### src/rtl/turn_sequencer_pkg.sv
// Shared constants for the turn sequencer: FSM state codes, player codes and
// the player-rotation helper.
package turn_sequencer_pkg;

  localparam int TILE_W_DEF = 4;

  localparam logic [2:0] ST_IDLE   = 3'd0;
  localparam logic [2:0] ST_WAIT   = 3'd1;
  localparam logic [2:0] ST_REVEAL = 3'd2;
  localparam logic [2:0] ST_STEP   = 3'd3;
  localparam logic [2:0] ST_CHECK  = 3'd4;
  localparam logic [2:0] ST_NEXT   = 3'd5;
  localparam logic [2:0] ST_DONE   = 3'd6;

  localparam logic [1:0] P_NONE = 2'd0;
  localparam logic [1:0] P1     = 2'd1;
  localparam logic [1:0] P2     = 2'd2;
  localparam logic [1:0] P3     = 2'd3;

  // Rotation wraps the last player back to P1, so P_NONE never reappears.
  function automatic logic [1:0] next_player(input logic [1:0] t, input int num);
    logic [1:0] last;
    last = 2'(num);
    if (t >= last) return P1;
    return t + 2'd1;
  endfunction

endpackage

### src/rtl/turn_sequencer_edge_detect.sv
// Rising-edge pulse generator for the (already synchronized) flip button.
module turn_sequencer_edge_detect (
  input  logic clk,
  input  logic rst_n,
  input  logic sig_i,
  output logic pulse_o
);

  logic prev_q;

  always_ff @(posedge clk) begin
    if (!rst_n) prev_q <= 1'b0;
    else        prev_q <= sig_i;
  end

  assign pulse_o = sig_i & ~prev_q;

endmodule

### src/rtl/turn_sequencer.sv
// Turn/step sequencer feeding the win checker: shows a flipped tile, then
// either steps the current player (B) or passes the turn; freezes on a win.
module turn_sequencer
  import turn_sequencer_pkg::*;
#(
  parameter int TILE_W        = TILE_W_DEF,
  parameter int REVEAL_CYCLES = 8,
  parameter int NUM_PLAYERS   = 3
) (
  input  logic              clk,
  input  logic              rst_n,
  input  logic              flip_btn,
  input  logic [TILE_W-1:0] tile_sel,
  input  logic [TILE_W-1:0] tile_pic,
  input  logic [TILE_W-1:0] target_pic,
  input  logic              W,
  output logic [1:0]        T,
  output logic              B,
  output logic              reveal_valid,
  output logic [TILE_W-1:0] reveal_tile,
  output logic              game_over,
  output logic [2:0]        state_o
);

  // Handshake: none. flip_btn is a level; only its rising edge (one-cycle
  // pulse) is acted on, and only in IDLE or WAIT. B is a one-cycle strobe
  // with no back-pressure; the checker samples it on every cycle it is high.

  localparam int CNT_W = (REVEAL_CYCLES > 1) ? $clog2(REVEAL_CYCLES) : 1;
  localparam logic [CNT_W-1:0] CNT_LAST = CNT_W'(REVEAL_CYCLES - 1);

  logic              flip_edge;
  logic [2:0]        state_q, state_d;
  logic [1:0]        t_q, t_d;
  logic [CNT_W-1:0]  cnt_q, cnt_d;
  logic              match_q, match_d;
  logic              rv_q, rv_d;
  logic [TILE_W-1:0] rt_q, rt_d;
  logic              go_q, go_d;

  turn_sequencer_edge_detect u_edge (
    .clk    (clk),
    .rst_n  (rst_n),
    .sig_i  (flip_btn),
    .pulse_o(flip_edge)
  );

  always_comb begin
    state_d = state_q;
    t_d     = t_q;
    cnt_d   = cnt_q;
    match_d = match_q;
    rv_d    = rv_q;
    rt_d    = rt_q;
    go_d    = go_q;

    // A win outside CHECK ends the game at once; CHECK handles its own W.
    if (W && (state_q != ST_CHECK) && (state_q != ST_DONE)) begin
      state_d = ST_DONE;
      go_d    = 1'b1;
      rv_d    = 1'b0;
      cnt_d   = '0;
    end else begin
      case (state_q)
        ST_IDLE: begin
          if (flip_edge) begin
            t_d     = P1;
            state_d = ST_WAIT;
          end
        end
        ST_WAIT: begin
          if (flip_edge) begin
            rt_d    = tile_sel;
            match_d = (tile_pic == target_pic);
            rv_d    = 1'b1;
            cnt_d   = '0;
            state_d = ST_REVEAL;
          end
        end
        ST_REVEAL: begin
          if (cnt_q == CNT_LAST) begin
            rv_d    = 1'b0;
            cnt_d   = '0;
            state_d = match_q ? ST_STEP : ST_NEXT;
          end else begin
            cnt_d = cnt_q + 1'b1;
          end
        end
        ST_STEP: state_d = ST_CHECK;
        ST_CHECK: begin
          if (W) begin
            go_d    = 1'b1;
            state_d = ST_DONE;
          end else begin
            state_d = ST_WAIT;
          end
        end
        ST_NEXT: begin
          t_d     = next_player(t_q, NUM_PLAYERS);
          state_d = ST_WAIT;
        end
        ST_DONE: go_d = 1'b1;
        default: state_d = ST_IDLE;
      endcase
    end
  end

  always_ff @(posedge clk) begin
    if (!rst_n) begin
      state_q <= ST_IDLE;
      t_q     <= P_NONE;
      cnt_q   <= '0;
      match_q <= 1'b0;
      rv_q    <= 1'b0;
      rt_q    <= '0;
      go_q    <= 1'b0;
    end else begin
      state_q <= state_d;
      t_q     <= t_d;
      cnt_q   <= cnt_d;
      match_q <= match_d;
      rv_q    <= rv_d;
      rt_q    <= rt_d;
      go_q    <= go_d;
    end
  end

  // B comes straight from the registered state, so it lasts exactly one cycle.
  assign B            = (state_q == ST_STEP);
  assign T            = t_q;
  assign reveal_valid = rv_q;
  assign reveal_tile  = rt_q;
  assign game_over    = go_q;
  assign state_o      = state_q;

endmodule

### config.mk
export PLATFORM = sky130hd
export DESIGN_NAME = turn_sequencer
export DESIGN_NICKNAME = d
export VERILOG_FILES = /design/src/rtl/turn_sequencer_pkg.sv /design/src/rtl/turn_sequencer_edge_detect.sv /design/src/rtl/turn_sequencer.sv
export SDC_FILE = /design/constraint.sdc
export NUM_CORES = 1
export LEC_CHECK = 0
export BUFFER_PORTS_ARGS = -buffer_cell sky130_fd_sc_hd__buf_4
export CORE_MARGIN = 3
export CORE_UTILIZATION = 48
export CTS_CLUSTER_DIAMETER = 150
export DETAILED_ROUTE_END_ITERATION = 6
export GPL_TIMING_DRIVEN = 0
export PLACE_DENSITY = 0.81
export SYNTH_ARGS = -nofsm -noshare
export SYNTH_HDL_FRONTEND = slang
export SYNTH_SLANG_ARGS = --single-unit
### constraint.sdc
create_clock -name clk -period 1.6 [get_ports clk]
set_input_delay 0.24 -clock clk [delete_from_list [all_inputs] [get_ports clk]]
set_output_delay 0.24 -clock clk [all_outputs]
set_load 0.01 [all_outputs]
==> flow_summary_export.csv, run 1 <==
group,metric,value,unit
status,status,"finished clean",
routing,ant_nets,0,
clock_tree,clock_sinks,16,
synthesis,synth_fp_nets,113,
synthesis,yosys_warnings,0,
die,die_w,47.6,um
clock_tree,cts_tree,"yes",
cells_and_area,regArea,320,um^2
cells_and_area,layout.nets,145,
grt,grt_usage,0.181,
die,io_pins,28,
clock_tree,path_clk_slew,0.09,ns
die,start_util,0.532,
clock_tree,root_buffer,"clkbuf_4",
routing,via_per_inst,5.34,
cells_and_area,diodes,0,
routing,drtIter0Drc,14,
synthesis,syn_area,830,um^2
die,design.die.area,2260,um^2
synthesis,synth_edf_count,0,
timing,period_share,0.935,
placement,io_buffers,27,
routing,drt_wl_total,1760,um
power_and_ir_drop,power_density,781,nW/um^2
die,core,1560,um^2
timing,hold_viol_final,0,
worst_setup_path,critical_path.max_fanout,5,
synthesis,synth_top_area_share,0.386,
timing,grt_setup_unrepaired,"no",
routing,wl_per_cell,12.5,um
routing,drc,0,
power_and_ir_drop,p_leak,0.500,nW
placement,hpwlAfterDp,1330,um
power_and_ir_drop,ir_worst_vdd,0.606,mV
timing,max_freq,669,MHz
worst_setup_path,cp-startpoint,"state_o[2]",
placement,gp_congestion,0.789,
grt,globalRouteOverflowTotal,0,
worst_setup_path,r2r-end,"match_q",
worst_setup_path,critical_path_class,"reg2out",
cells_and_area,layout_commonest_cell,"buf_4",
power_and_ir_drop,power,0.850,mW
synthesis,synth_area_leaders,"dfxtp_1 (39%), nand2_1 (5.9%), nor2b_1 (5.3%), a21oi_1 (4.8%), mux2i_1 (4.8%)",
timing,fin_crit,1.50,ns
cells_and_area,final_cell_mix,"buf_4 (27), dfxtp_1 (16), nand2_1 (13), a21oi_1 (8), nor2b_1 (7)",
clock_tree,h-tree-depth,1,
cells_and_area,utilization,0.698,
synthesis,synth-seq-cells,16,
worst_setup_path,r2r-start,"state_o[2]",
worst_setup_path,crit_chain,"and2b_2 -> and2_1 -> buf_4",
die,rows,14,
cells_and_area,multi_input_area,479,um^2
grt,grt_pass1_vias,697,
clock_tree,numCtsBuffers,3,
worst_setup_path,arrival,1.26,ns
synthesis,synth.distinct_cells,32,
clock_tree,cts_setup_buffers,0,
grt,grt_pass1_wl,2930,um
job,max_cap_viol_count,0,
worst_setup_path,r2r_slack,0.12,ns
timing,maxSlewHeadroom,0.717,
synthesis,synth_area_per_cell,8.82,um^2
worst_setup_path,worst_r2r_path_depth,4,
clock_tree,ctsHoldBuffers,0,
cells_and_area,area_growth,31.2,%
timing,setup_viol,0,
synthesis,synth_area_leader_cell,"dfxtp_1",
worst_setup_path,startpoint_type,"flop",
worst_setup_path,timing.critical_path.to,"B",
clock_tree,cts_buffer_depth,2,
clock_tree,cts-resized-gates,0,
die,die_h,47.6,um
synthesis,async_flop_share,0,
cells_and_area,layout-drive-gt1-share,0.280,
hold_path,hold_path.class,"in2reg",
timing,skew,0.00463,ns
synthesis,synthCells,94,
clock_tree,clkLatencyLatePin,0.29,ns
cells_and_area,final.fill_count,129,
timing,tightest_slew,0.425,ns
grt,antenna_found_initial,0,
synthesis,yosysSeqAreaShare,0.386,
worst_setup_path,critical_path.slowest_cell,"dfxtp_1",
synthesis,synth_flop_cell,"dfxtp_1",
grt,grt_max_degree,11,
worst_setup_path,endpoint_kind,"primary output",
worst_setup_path,critical-path-max-stage-delay,0.40,ns
timing,slew_violations,0,
routing,via_count,753,
worst_setup_path,worst-endpoint-required,1.36,ns
routing,firstDrtPassIters,4,
timing,tns,0,ns
cell families after synthesis:
group,after synthesis,share of synthesized area
flops,16,0.386
xor+xnor,4,0.0422
fa+ha+maj,3,0.0453
compound gates,21,0.146
simple gates,40,0.296
buf+inv,6,0.0362
mux,4,0.0483
per-layer routing:
layer / vias to the layer above / global-route usage / part of all wire
met5: - / 0 / 0
met4: 0 / 0.0161 / 0
met3: 0 / 0.0677 / 0.055
met2: 25 / 0.316 / 0.50
met1: 338 / 0.220 / 0.44
li1: 390 / - / -
flip-flops by register name, indices dropped and copies added (netlist names):
register	flops
reveal_tile	4
cnt_q	3
state_o	3
T	2
game_over	1
match_q	1
reveal_valid	1
u_edge.prev_q	1
worst min path at each step:
stage          startpoint             to  slack, ns  cells past startpoint
6_report         flip_btn  u_edge.prev_q       0.18                      2
3_3_place_gp      match_q        match_q       0.44                      2
5_1_grt          flip_btn  u_edge.prev_q       0.20                      2
2_1_floorplan           W     state_o[2]       0.36                      2
4_1_cts          flip_btn  u_edge.prev_q       0.18                      2
3_5_place_dp      match_q        match_q       0.45                      2
worst max-delay path, delay by kind of cell, from the launching register on:
family	cells	cell delay, ns
simple gates	2	0.43
buf+inv	1	0.13
flops	1	0.40
cells in the mapped netlist, types with 3 or more instances:
| cell type | number |
|---|---|
| nor2b_1 | 7 |
| clkbuf_1 | 3 |
| a21oi_1 | 8 |
| nand2_1 | 13 |
| nor2_1 | 3 |
| ha_1 | 3 |
| mux2i_1 | 4 |
| dfxtp_1 | 16 |
| o21ai_0 | 6 |
cell type report:
class                      instances  area share
multi-input combinational         72       0.440
sequential                        16       0.294
timing repair buffer              27       0.186
clock buffer                       4      0.0333
buffer                             4      0.0207
tap                               16      0.0184
inverter                           2     0.00690
power breakdown:
group / total [mW] / leakage (nW) / internal [mW] / switching [mW]
Combinational: 0.163 / 0.349 / 0.0820 / 0.0813
Sequential: 0.422 / 0.130 / 0.412 / 0.0101
Clock: 0.265 / 0.0210 / 0.139 / 0.126
Total: 0.850 / 0.500 / 0.632 / 0.218
metrics by stage:
step	setup WS (ns)	hold WS, ns	cells	area [um^2]
after CTS	0.101	0.180	141	1090
final	0.104	0.183	141	1090
after floorplan	0.198	0.358	94	830
after global placement	0.160	0.439	137	1050
after global routing	0.00154	0.197	141	1090
after detailed placement	0.128	0.452	137	1050
(Power assumes the default switching activity.)
==> run 2: changes to the inputs <==
Settings changed: CAP_MARGIN set to 20, CORE_ASPECT_RATIO set to 0.9.
==> flow_summary_export.csv, run 2 (synthesized netlist as in run 1, its figures left out) <==
group,metric,value,unit
routing,drc,0,
clock_tree,cts_setup_buffers,0,
placement,io_buffers,27,
routing,wl_per_cell,11.6,um
power_and_ir_drop,combPwrFrac,0.191,
power_and_ir_drop,pwr-share-clk,0.315,
die,start_util,0.543,
power_and_ir_drop,ir_worst_vdd,0.443,mV
grt,grt_usage,0.183,
timing,tightest_slew,0.401,ns
power_and_ir_drop,p_sw,0.221,mW
placement,gp_congestion,0.884,
routing,drtIter0Drc,8,
routing,firstDrtPassIters,5,
clock_tree,ctsHoldBuffers,0,
worst_setup_path,arrival,1.29,ns
cells_and_area,layout-drive-gt1-share,0.280,
grt,globalRouteOverflowTotal,0,
timing,max_freq,654,MHz
grt,grt_pass1_wl,3040,um
placement,hpwlAfterDp,1330,um
cells_and_area,diodes,0,
worst_setup_path,critical-path-max-stage-delay,0.42,ns
timing,hold_viol_final,0,
power_and_ir_drop,p_leak,0.500,nW
power_and_ir_drop,power,0.854,mW
die,rows,13,
cells_and_area,final.fill_count,135,
worst_setup_path,startpoint_type,"flop",
clock_tree,cts_buffer_depth,2,
clock_tree,numCtsBuffers,3,
hold_path,hold_path.class,"in2reg",
power_and_ir_drop,seqPwrFrac,0.494,
cells_and_area,layout_commonest_cell,"buf_4",
clock_tree,cts_tree,"yes",
timing,period_share,0.956,
routing,ant_nets,0,
worst_setup_path,endpoint_kind,"primary output",
grt,grt_max_degree,11,
die,die_h,45.4,um
routing,via_count,767,
routing,via_per_inst,5.22,
power_and_ir_drop,power_density,779,nW/um^2
grt,antenna_found_initial,0,
timing,grt_setup_unrepaired,"no",
status,status,"finished clean",
worst_setup_path,crit_chain,"and2b_2 -> and2_1 -> buf_4",
power_and_ir_drop,p_sw_frac,0.259,
placement,dpl-instance-area,1060,um^2
worst_setup_path,critical_path.max_fanout,5,
timing,fin_crit,1.53,ns
die,io_pins,28,
cells_and_area,layout.nets,145,
cells_and_area,final_cell_mix,"buf_4 (27), dfxtp_1 (16), nand2_1 (13), a21oi_1 (8), nor2b_1 (7)",
routing,drt_wl_total,1700,um
clock_tree,cts-resized-gates,0,
clock_tree,clock_sinks,16,
timing,setup_viol,0,
cells_and_area,largest_reg_flops,4,
grt,grt_pass1_vias,719,
worst_setup_path,critical_path.slowest_cell,"dfxtp_1",
die,design.die.area,2260,um^2
timing,skew,0.00439,ns
timing,maxSlewHeadroom,0.733,
power_and_ir_drop,power.internal,0.633,mW
job,max_cap_viol_count,0,
timing,tns,0,ns
cells_and_area,final_area,1100,um^2
cells_and_area,area_growth,32.1,%
clock_tree,root_buffer,"clkbuf_4",
clock_tree,clkLatencyLatePin,0.29,ns
die,core,1530,um^2
clock_tree,path_clk_slew,0.09,ns
worst_setup_path,critical_path_class,"reg2out",
timing,slew_violations,0,
clock_tree,h-tree-depth,1,
die,die_w,49.8,um
worst_setup_path,worst-endpoint-required,1.36,ns
run 2: final cells by class:
cell class | count | area (um^2) | share of cell area
clock buffer | 4 | 36.3 | 0.0331
buffer | 4 | 22.5 | 0.0205
multi-input combinational | 72 | 479 | 0.437
timing repair buffer | 27 | 203 | 0.185
tap | 22 | 27.5 | 0.0251
sequential | 16 | 320 | 0.292
inverter | 2 | 7.51 | 0.00685
run 2: path summary, 6_finish.rpt:
path | startpoint | end | slack, ns | cells after the start
worst min register to register | match_q | match_q | 0.45 | 2
worst max-delay path | state_o[2] | B | 0.07 | 3
worst max register to register | state_o[2] | match_q | 0.13 | 4
worst min-delay path | flip_btn | u_edge.prev_q | 0.17 | 2
run 2: metal layers:
layer / GRT usage / wire length, um
met5: 0 / 0
met4: 0.0939 / 47
met3: 0.0787 / 166
met2: 0.309 / 763
met1: 0.198 / 725
run 2: per-stage QoR:
step | util | hold WS (ns) | std cells | worst slack (ns)
5_1_grt | 0.717 | 0.160 | 147 | 0.00829
2_1_floorplan | - | 0.358 | 94 | 0.198
3_5_place_dp | 0.693 | 0.442 | 143 | 0.150
6_report | 0.717 | 0.170 | 147 | 0.0699
3_3_place_gp | 0.693 | 0.439 | 143 | 0.162
4_1_cts | 0.717 | 0.160 | 147 | 0.0644
run 2: power by group through the flow:
stage	logic [mW]	clock network, mW	registers (mW)
6_report	0.163	0.269	0.422
5_1_grt	0.182	0.303	0.425
3_3_place_gp	0.158	0	0.431
3_5_place_dp	0.163	0	0.431
4_1_cts	0.164	0.280	0.422
2_1_floorplan	0.0899	0	0.435
run 2: worst max-delay path: cells and delay by family (launching register included):
family        cells  cell delay (ns)
simple gates      2             0.44
buf+inv           1             0.14
flops             1             0.42
